### src/rtl/sw_count_seq_if.sv
// Control inputs and display/status outputs of the stopwatch time-base sequencer.
interface sw_count_seq_if;
  logic       init_regs;
  logic       count_enabled;
  logic       split;
  logic [3:0] tenths;
  logic [3:0] sec_ones;
  logic [3:0] sec_tens;
  logic       frozen;
  logic       tick;
  logic       wrap;

  modport master (
    output init_regs, count_enabled, split,
    input  tenths, sec_ones, sec_tens, frozen, tick, wrap
  );

  modport slave (
    input  init_regs, count_enabled, split,
    output tenths, sec_ones, sec_tens, frozen, tick, wrap
  );
endinterface

### src/rtl/sw_count_seq.sv
// Stopwatch time base: 0.1 s prescaler, 59.9 s BCD digit chain and split display hold.
//   state  | meaning
//   LIVE   | display follows the running digits
//   FROZEN | display shows the held split value; live count keeps running
module sw_count_seq #(
  parameter int DIV = 10_000_000,
  parameter int PW  = 24
) (
  input  logic          clk,
  input  logic          reset,
  sw_count_seq_if.slave bus
);

  localparam logic [PW-1:0] PRE_TC = PW'(DIV - 1);

  typedef enum logic {LIVE, FROZEN} state_t;

  state_t        state_q, state_d;
  logic [PW-1:0] pre_q;
  logic [3:0]    tenths_q, ones_q, tens_q;
  logic [3:0]    tenths_d, ones_d, tens_d;
  logic [3:0]    hold_tenths_q, hold_ones_q, hold_tens_q;
  logic          tick_q, wrap_q;
  logic          adv, at_max, capture;

  assign adv    = bus.count_enabled && (pre_q == PRE_TC);
  assign at_max = (tenths_q == 4'd9) && (ones_q == 4'd9) && (tens_q == 4'd5);

  always_comb begin
    tenths_d = tenths_q;
    ones_d   = ones_q;
    tens_d   = tens_q;
    if (tenths_q == 4'd9) begin
      tenths_d = 4'd0;
      if (ones_q == 4'd9) begin
        ones_d = 4'd0;
        tens_d = (tens_q == 4'd5) ? 4'd0 : tens_q + 4'd1;
      end else begin
        ones_d = ones_q + 4'd1;
      end
    end else begin
      tenths_d = tenths_q + 4'd1;
    end
  end

  // Split is only honoured while counting; a paused split belongs to Ctl.
  always_comb begin
    state_d = state_q;
    capture = 1'b0;
    if (bus.init_regs) begin
      state_d = LIVE;
    end else begin
      case (state_q)
        LIVE: begin
          if (bus.split && bus.count_enabled) begin
            state_d = FROZEN;
            capture = 1'b1;
          end
        end
        FROZEN: begin
          if (bus.split) state_d = LIVE;
        end
        default: state_d = LIVE;
      endcase
    end
  end

  always_ff @(posedge clk or negedge reset) begin
    if (!reset) state_q <= LIVE;
    else        state_q <= state_d;
  end

  always_ff @(posedge clk or negedge reset) begin
    if (!reset) begin
      pre_q         <= '0;
      tenths_q      <= '0;
      ones_q        <= '0;
      tens_q        <= '0;
      hold_tenths_q <= '0;
      hold_ones_q   <= '0;
      hold_tens_q   <= '0;
      tick_q        <= 1'b0;
      wrap_q        <= 1'b0;
    end else if (bus.init_regs) begin
      pre_q         <= '0;
      tenths_q      <= '0;
      ones_q        <= '0;
      tens_q        <= '0;
      hold_tenths_q <= '0;
      hold_ones_q   <= '0;
      hold_tens_q   <= '0;
      tick_q        <= 1'b0;
      wrap_q        <= 1'b0;
    end else begin
      tick_q <= adv;
      wrap_q <= adv && at_max;
      if (bus.count_enabled) begin
        if (pre_q == PRE_TC) begin
          pre_q    <= '0;
          tenths_q <= tenths_d;
          ones_q   <= ones_d;
          tens_q   <= tens_d;
        end else begin
          pre_q <= pre_q + PW'(1);
        end
      end
      // Hold takes the pre-increment digits, so a split on the wrap edge keeps 59.9.
      if (capture) begin
        hold_tenths_q <= tenths_q;
        hold_ones_q   <= ones_q;
        hold_tens_q   <= tens_q;
      end
    end
  end

  assign bus.frozen   = (state_q == FROZEN);
  assign bus.tenths   = (state_q == FROZEN) ? hold_tenths_q : tenths_q;
  assign bus.sec_ones = (state_q == FROZEN) ? hold_ones_q   : ones_q;
  assign bus.sec_tens = (state_q == FROZEN) ? hold_tens_q   : tens_q;
  assign bus.tick     = tick_q;
  assign bus.wrap     = wrap_q;

endmodule

### src/flat_wrapper.sv
// flat-port wrapper written by rule: the top's interface ports become plain ports
module sw_count_seq_flat 
#(
  parameter int DIV = 10_000_000,
  parameter int PW  = 24
)
  (clk, reset, bus_init_regs, bus_count_enabled, bus_split, bus_tenths, bus_sec_ones, bus_sec_tens, bus_frozen, bus_tick, bus_wrap);
  sw_count_seq_if bus_i ();
  input  logic clk;
  input  logic reset;
  input wire logic [$bits(bus_i.init_regs)-1:0] bus_init_regs;
  input wire logic [$bits(bus_i.count_enabled)-1:0] bus_count_enabled;
  input wire logic [$bits(bus_i.split)-1:0] bus_split;
  output wire logic [$bits(bus_i.tenths)-1:0] bus_tenths;
  output wire logic [$bits(bus_i.sec_ones)-1:0] bus_sec_ones;
  output wire logic [$bits(bus_i.sec_tens)-1:0] bus_sec_tens;
  output wire logic [$bits(bus_i.frozen)-1:0] bus_frozen;
  output wire logic [$bits(bus_i.tick)-1:0] bus_tick;
  output wire logic [$bits(bus_i.wrap)-1:0] bus_wrap;
  assign bus_i.init_regs = bus_init_regs;
  assign bus_i.count_enabled = bus_count_enabled;
  assign bus_i.split = bus_split;
  assign bus_tenths = bus_i.tenths;
  assign bus_sec_ones = bus_i.sec_ones;
  assign bus_sec_tens = bus_i.sec_tens;
  assign bus_frozen = bus_i.frozen;
  assign bus_tick = bus_i.tick;
  assign bus_wrap = bus_i.wrap;
  sw_count_seq #(.DIV(DIV), .PW(PW)) u_core (.clk(clk), .reset(reset), .bus(bus_i));
endmodule
### config.mk
export PLATFORM = sky130hd
export DESIGN_NAME = sw_count_seq_flat
export DESIGN_NICKNAME = d
export VERILOG_FILES = /design/src/rtl/sw_count_seq_if.sv /design/src/rtl/sw_count_seq.sv /design/src/flat_wrapper.sv
export SDC_FILE = /design/constraint.sdc
export NUM_CORES = 1
export LEC_CHECK = 0
export ABC_CLOCK_PERIOD_IN_PS = 5570
export BUFFER_PORTS_ARGS = -buffer_cell sky130_fd_sc_hd__buf_2
export CORE_ASPECT_RATIO = 1.2
export CORE_MARGIN = 1
export CORE_UTILIZATION = 45
export DETAILED_ROUTE_END_ITERATION = 12
export RECOVER_POWER = 50
export SYNTH_ARGS = -nofsm -noshare
export SYNTH_HDL_FRONTEND = slang
export SYNTH_SLANG_ARGS = --single-unit
### constraint.sdc
create_clock -name clk -period 5.57 [get_ports clk]
set_input_delay 1.3925 -clock clk [delete_from_list [all_inputs] [get_ports clk]]
set_output_delay 1.3925 -clock clk [all_outputs]
set_load 0.01 [all_outputs]
==> Word level (Yosys, flattened, before mapping) <==
Index checks and enable logic that the tools add are counted.
{ "word_totals": {"out_inout_bits": 15, "in_bits": 5, "regBits": 51, "wordCells": 67} }
{ "op_classes": {"n_mux": 35, "eq_ne": 4, "n_addsub": 4, "bitwise_logic": 1, "reduce_logical": 13} }
{ "ops": {"columns": ["cell", "count"], "rows": [
  ["$mux 4", 24],
  ["$mux 24", 3],
  ["$add 24x1->24 const B", 1],
  ["$eq 24x24->1 const B", 1],
  ["$add 4x1->4 const B", 3],
  ["$reduce_bool 2->1", 5],
  ["$eq 4x4->1 const B", 2],
  ["$mux 1", 7],
  ["$logic_and 1x1->1", 5],
  ["$eq 4x3->1 const B", 1],
  ["$reduce_and 4->1", 1],
  ["$reduce_and 3->1", 1],
  ["$pmux 1 s2", 1],
  ["$reduce_and 2->1", 1],
  ["$not 1->1", 1]
]} }

==> Logic depth before layout (Yosys ltp) <==
{ "depth": {"word_depth": 7, "mapped_depth": 8, "depth_no_buf": 7} }

==> Least setup slack after synthesis <==
OpenSTA, ideal clock, no wires.
{ "synth_timing": {"path_type": "register to output", "from": "register u_core.state_q, in the netlist u_core.bus.frozen", "to": "output port bus_sec_ones[0]", "setup_slack_ns": 2.819, "stages_incl_launch_ff": 4, "required_time_ns": 4.178, "arrival_ns": 1.359, "path_buffers": 2, "cell_sequence": "dfrtp_1 -> clkbuf_1 -> buf_1 -> mux2_2"} }
{ "synth_via": {"elab_chain_cells": 1} }
{ "synth_lines": {"columns": ["element", "line", "source"], "rows": [
  ["start, declared", "sw_count_seq.sv:18", "state_t state_q, state_d;"],
  ["start signal, assigned", "sw_count_seq.sv:70", "else state_q <= state_d;"],
  ["$mux 4", "sw_count_seq.sv:118", "assign bus.sec_ones = (state_q == FROZEN) ? hold_ones_q : ones_q;"],
  ["end, declared", "flat_wrapper.sv:15", "output wire logic [$bits(bus_i.sec_ones)-1:0] bus_sec_ones;"]
]} }
No other way between the ends.

==> Worst setup path after layout <==
{ "layout_timing": {"from": "input port bus_init_regs", "to": "register u_core.pre_q[15]"} }
{ "layout_via": {"elab_chain_cells": 1, "elab_cells_between_ends": 2, "classes_between": "mux: 1; reduce/logical: 1"} }
{ "layout_lines": {"columns": ["element", "line", "source"], "rows": [
  ["start, declared", "flat_wrapper.sv:11", "input wire logic [$bits(bus_i.init_regs)-1:0] bus_init_regs;"],
  ["$mux 24 / $reduce_bool 2->1 (equally long branches)", null, null],
  ["end signal, assigned", "sw_count_seq.sv:104", "pre_q <= pre_q + PW'(1);"],
  ["end, declared", "sw_count_seq.sv:19", "logic [PW-1:0] pre_q;"]
]} }
Parallel ways exist; a longest one is shown, timed or not.
A chain may end at the register's enable or synchronous reset.

==> impl_metrics.py <==
metrics = {
    "outcome": {
        "status": "finished, violations left",
        "violations": "max-capacitance violations, max-slew violations",
    },
    "sta": {
        "finalHoldViolCount": 0,
        "slew_headroom_pct": -83.6,
        "setup_tns_ns": 0,
        "drv_slew": 92,
        "skew_ns": 0.00654,
        "timing.final.crit_share_pct": 72.8,
        "period_needed_ns": 4.06,
        "worstMarginPinSlew_ns": 2.75,
        "fmax_mhz": 247,
        "rsz0062_at_grt": "no",
        "setup_viol": 0,
    },
    "power": {
        "p_per_area_mw_per_mm2": 233,
        "max-vdd-ir-drop_v": 0.000105,
        "p_leak_uw": 0.00133,
    },
    "cts": {
        "clockBufferDepth": 2,
        "hold_buffers": 0,
        "cts_inserted_buffers": 5,
        "clock-sinks": 51,
        "cts_setup_buffers": 0,
        "cts_tree": "yes",
        "ctsResizeCount": 0,
        "clockRootBuffer": "clkbuf_8",
        "clk_latency_ns": 0.31,
        "htreeDepth": 2,
        "clk_pin_slew_ns": 0.09,
    },
    "synth": {
        "synth.distinct_cells": 45,
        "synthTopCellsByCount": "dfrtp_1, nand2_1, nor2_1",
        "yosysSeqAreaShare_pct": 46.3,
        "postSynthCellCount": 292,
        "netlist_top_cells_area": "dfrtp_1, nand2_1, nor2_1, xor2_1, a21oi_1",
        "synth_most_common_cell": "dfrtp_1",
        "ys_ff_latch": 51,
        "syn_nets": 304,
        "netlist_area_sq_mm": 0.00276,
        "synth_edf_count": 0,
        "ys_warn_count": 0,
        "yosysTopAreaCell": "dfrtp_1",
        "async_flop_share_pct": 100,
        "synth_top_area_share_pct": 46.3,
        "synthFlopType": "dfrtp_1",
        "avgSynthCellArea_sq_um": 9.44,
    },
    "drt": {
        "antenna_left": 0,
        "wl_per_cell_um": 14.6,
        "vias_per_cell": 5.38,
        "first_iter_violations": 87,
        "totalWireLength_um": 5680,
        "vias": 2088,
        "drc": 0,
        "drtPass1Iterations": 4,
    },
    "critical_path": {
        "cp_max_fo": 39,
        "required_ns": 5.74,
        "r2r_end": "u_core.pre_q[23]",
        "cp-end-kind": "flip-flop",
        "r2r_slack_ns": 2.84,
        "cp-start-kind": "input port",
        "rr_startpoint": "u_core.pre_q[0]",
        "path_class": "input port to flip-flop",
        "rr_worst_depth": 6,
        "critPathArrivalTime_ns": 4.22,
    },
    "place": {
        "dp_hpwl_um": 3840,
        "port-buffer-count": 19,
        "gp_congestion": 0.761,
    },
    "die": {
        "die_h_um": 87.7,
        "ios": 20,
        "initial_utilization_pct": 47.7,
        "die_area_sq_mm": 0.00644,
        "fp.coreArea_sq_mm": 0.00578,
        "die_w_um": 73.4,
        "rows": 30,
    },
    "min_path": {
        "hold_end": "u_core.hold_tenths_q[3]",
        "hp-class": "flip-flop to flip-flop",
        "whs_path_depth": 2,
        "min_from": "u_core.hold_tenths_q[3]",
    },
    "grt": {
        "grt_pass1_wl_um": 9780,
        "antenna_found_initial": 0,
        "grt_max_degree": 52,
        "grt_pass1_vias": 2038,
        "overflow": 0,
        "grt_usage_pct": 19.7,
    },
    "run": {
        "drv_cap": 2,
    },
    "cells_and_area": {
        "drive_gt1_share_pct": 14.3,
        "num-nets-final": 319,
        "ff_latch_area_sq_mm": 0.00128,
        "area_growth_pct": 9.67,
        "n_antenna_cell": 0,
        "n_fill_cell": 571,
        "final_core_util_pct": 52.3,
        "multi_input_area_sq_mm": 0.00140,
    },
}
==> layout by cell type, fill, tap and decap left out, types with 2 or more instances in the layout <==
| cell | n |
|---|---|
| or3_1 | 5 |
| mux2i_1 | 6 |
| nor2_1 | 39 |
| nand4_1 | 12 |
| dfrtp_1 | 51 |
| o21ai_0 | 8 |
| ha_1 | 7 |
| buf_2 | 18 |
| and3_1 | 4 |
| clkbuf_1 | 3 |
| xnor2_1 | 3 |
| nand3_1 | 12 |
| and4_1 | 3 |
| or2_2 | 2 |
| clkbuf_8 | 5 |
| a21oi_1 | 24 |
| nor4bb_1 | 2 |
| mux2_2 | 10 |
| nand2_1 | 43 |
| nor2b_1 | 3 |
| nand2b_1 | 2 |
| xor2_1 | 16 |
| nor3_1 | 4 |
| bufinv_16 | 2 |
| nor4b_1 | 2 |
| and3b_1 | 2 |
| inv_1 | 4 |
==> worst max-delay path, stage by stage <==
cell and delay [ns]:
clkbuf_1 1.19, o2111ai_1 0.44, nor3_1 0.78, nand4_1 0.19, xor2_1 0.16, nor2_1 0.05
==> where the power goes <==
group / internal [uW] / switching, uW
sequential: 371 / 3.30
clock: 180 / 123
combinational: 5.22 / 20.8
==> through the flow <==
| stage | power (uW) | cell area (sq um) | std cells | hold slack (ns) | worst slack, ns |
|---|---|---|---|---|---|
| detailed placement | 409 | 2900 | 380 | 0.513 | 1.94 |
| global route | 730 | 3020 | 388 | 0.543 | 1.08 |
| finish | 704 | 3020 | 388 | 0.522 | 1.51 |
| floorplan | 396 | 2760 | 292 | 0.471 | 2.82 |
| CTS | 711 | 3030 | 388 | 0.527 | 2.26 |
| global placement | 409 | 2900 | 380 | 0.505 | 1.96 |
==> cell type report <==
| type | count | area share [%] |
|---|---|---|
| Inverter | 4 | 0.497 |
| Sequential cell | 51 | 42.2 |
| Tap cell | 80 | 3.31 |
| Timing Repair Buffer | 20 | 3.23 |
| Clock buffer | 6 | 2.40 |
| Multi-Input combinational cell | 225 | 46.4 |
| Clock inverter | 2 | 1.99 |
==> sequential cells by signal, summed over array words and instances (netlist names) <==
name	count
u_core.pre_q	24
u_core.bus.frozen	1
u_core.hold_tenths_q	4
u_core.bus.tick	1
u_core.hold_ones_q	4
u_core.tens_q	4
u_core.ones_q	4
u_core.hold_tens_q	4
u_core.bus.wrap	1
u_core.tenths_q	4
==> worst max-delay path by stage <==
stage / end / depth (start not counted) / start / slack [ns]
after floorplan: bus_sec_ones[0] / 3 / u_core.bus.frozen / 2.82
after global placement: u_core.pre_q[15] / 6 / bus_init_regs / 1.96
after detailed placement: u_core.pre_q[15] / 6 / bus_init_regs / 1.94
after CTS: u_core.pre_q[15] / 6 / bus_init_regs / 2.26
after global routing: u_core.pre_q[21] / 6 / bus_init_regs / 1.08
final: u_core.pre_q[15] / 6 / bus_init_regs / 1.51
==> cells by family (layout without fill, tap and decap cells) <==
family                     count (synthesis)  in the layout  synth area share [%]
muxes                                     16             16                  6.26
adders and majority gates                  7              7                  3.18
AOI/OAI and AO/OA                         36             36                  7.08
and+or+nand+nor                          147            147                  28.3
buffers and inverters                     16             32                  2.86
xor gates and xnor gates                  19             19                  6.04
DFF                                       51             51                  46.3
==> layer usage <==
layer,wire (um),up-vias,global-route usage [%]
met3,140,8,3.22
met1,2590,1011,24.3
li1,-,1041,-
met5,0,-,0
met4,99,0,7.17
met2,2850,28,34.4
Note: power is estimated with default switching activity, not from simulation.
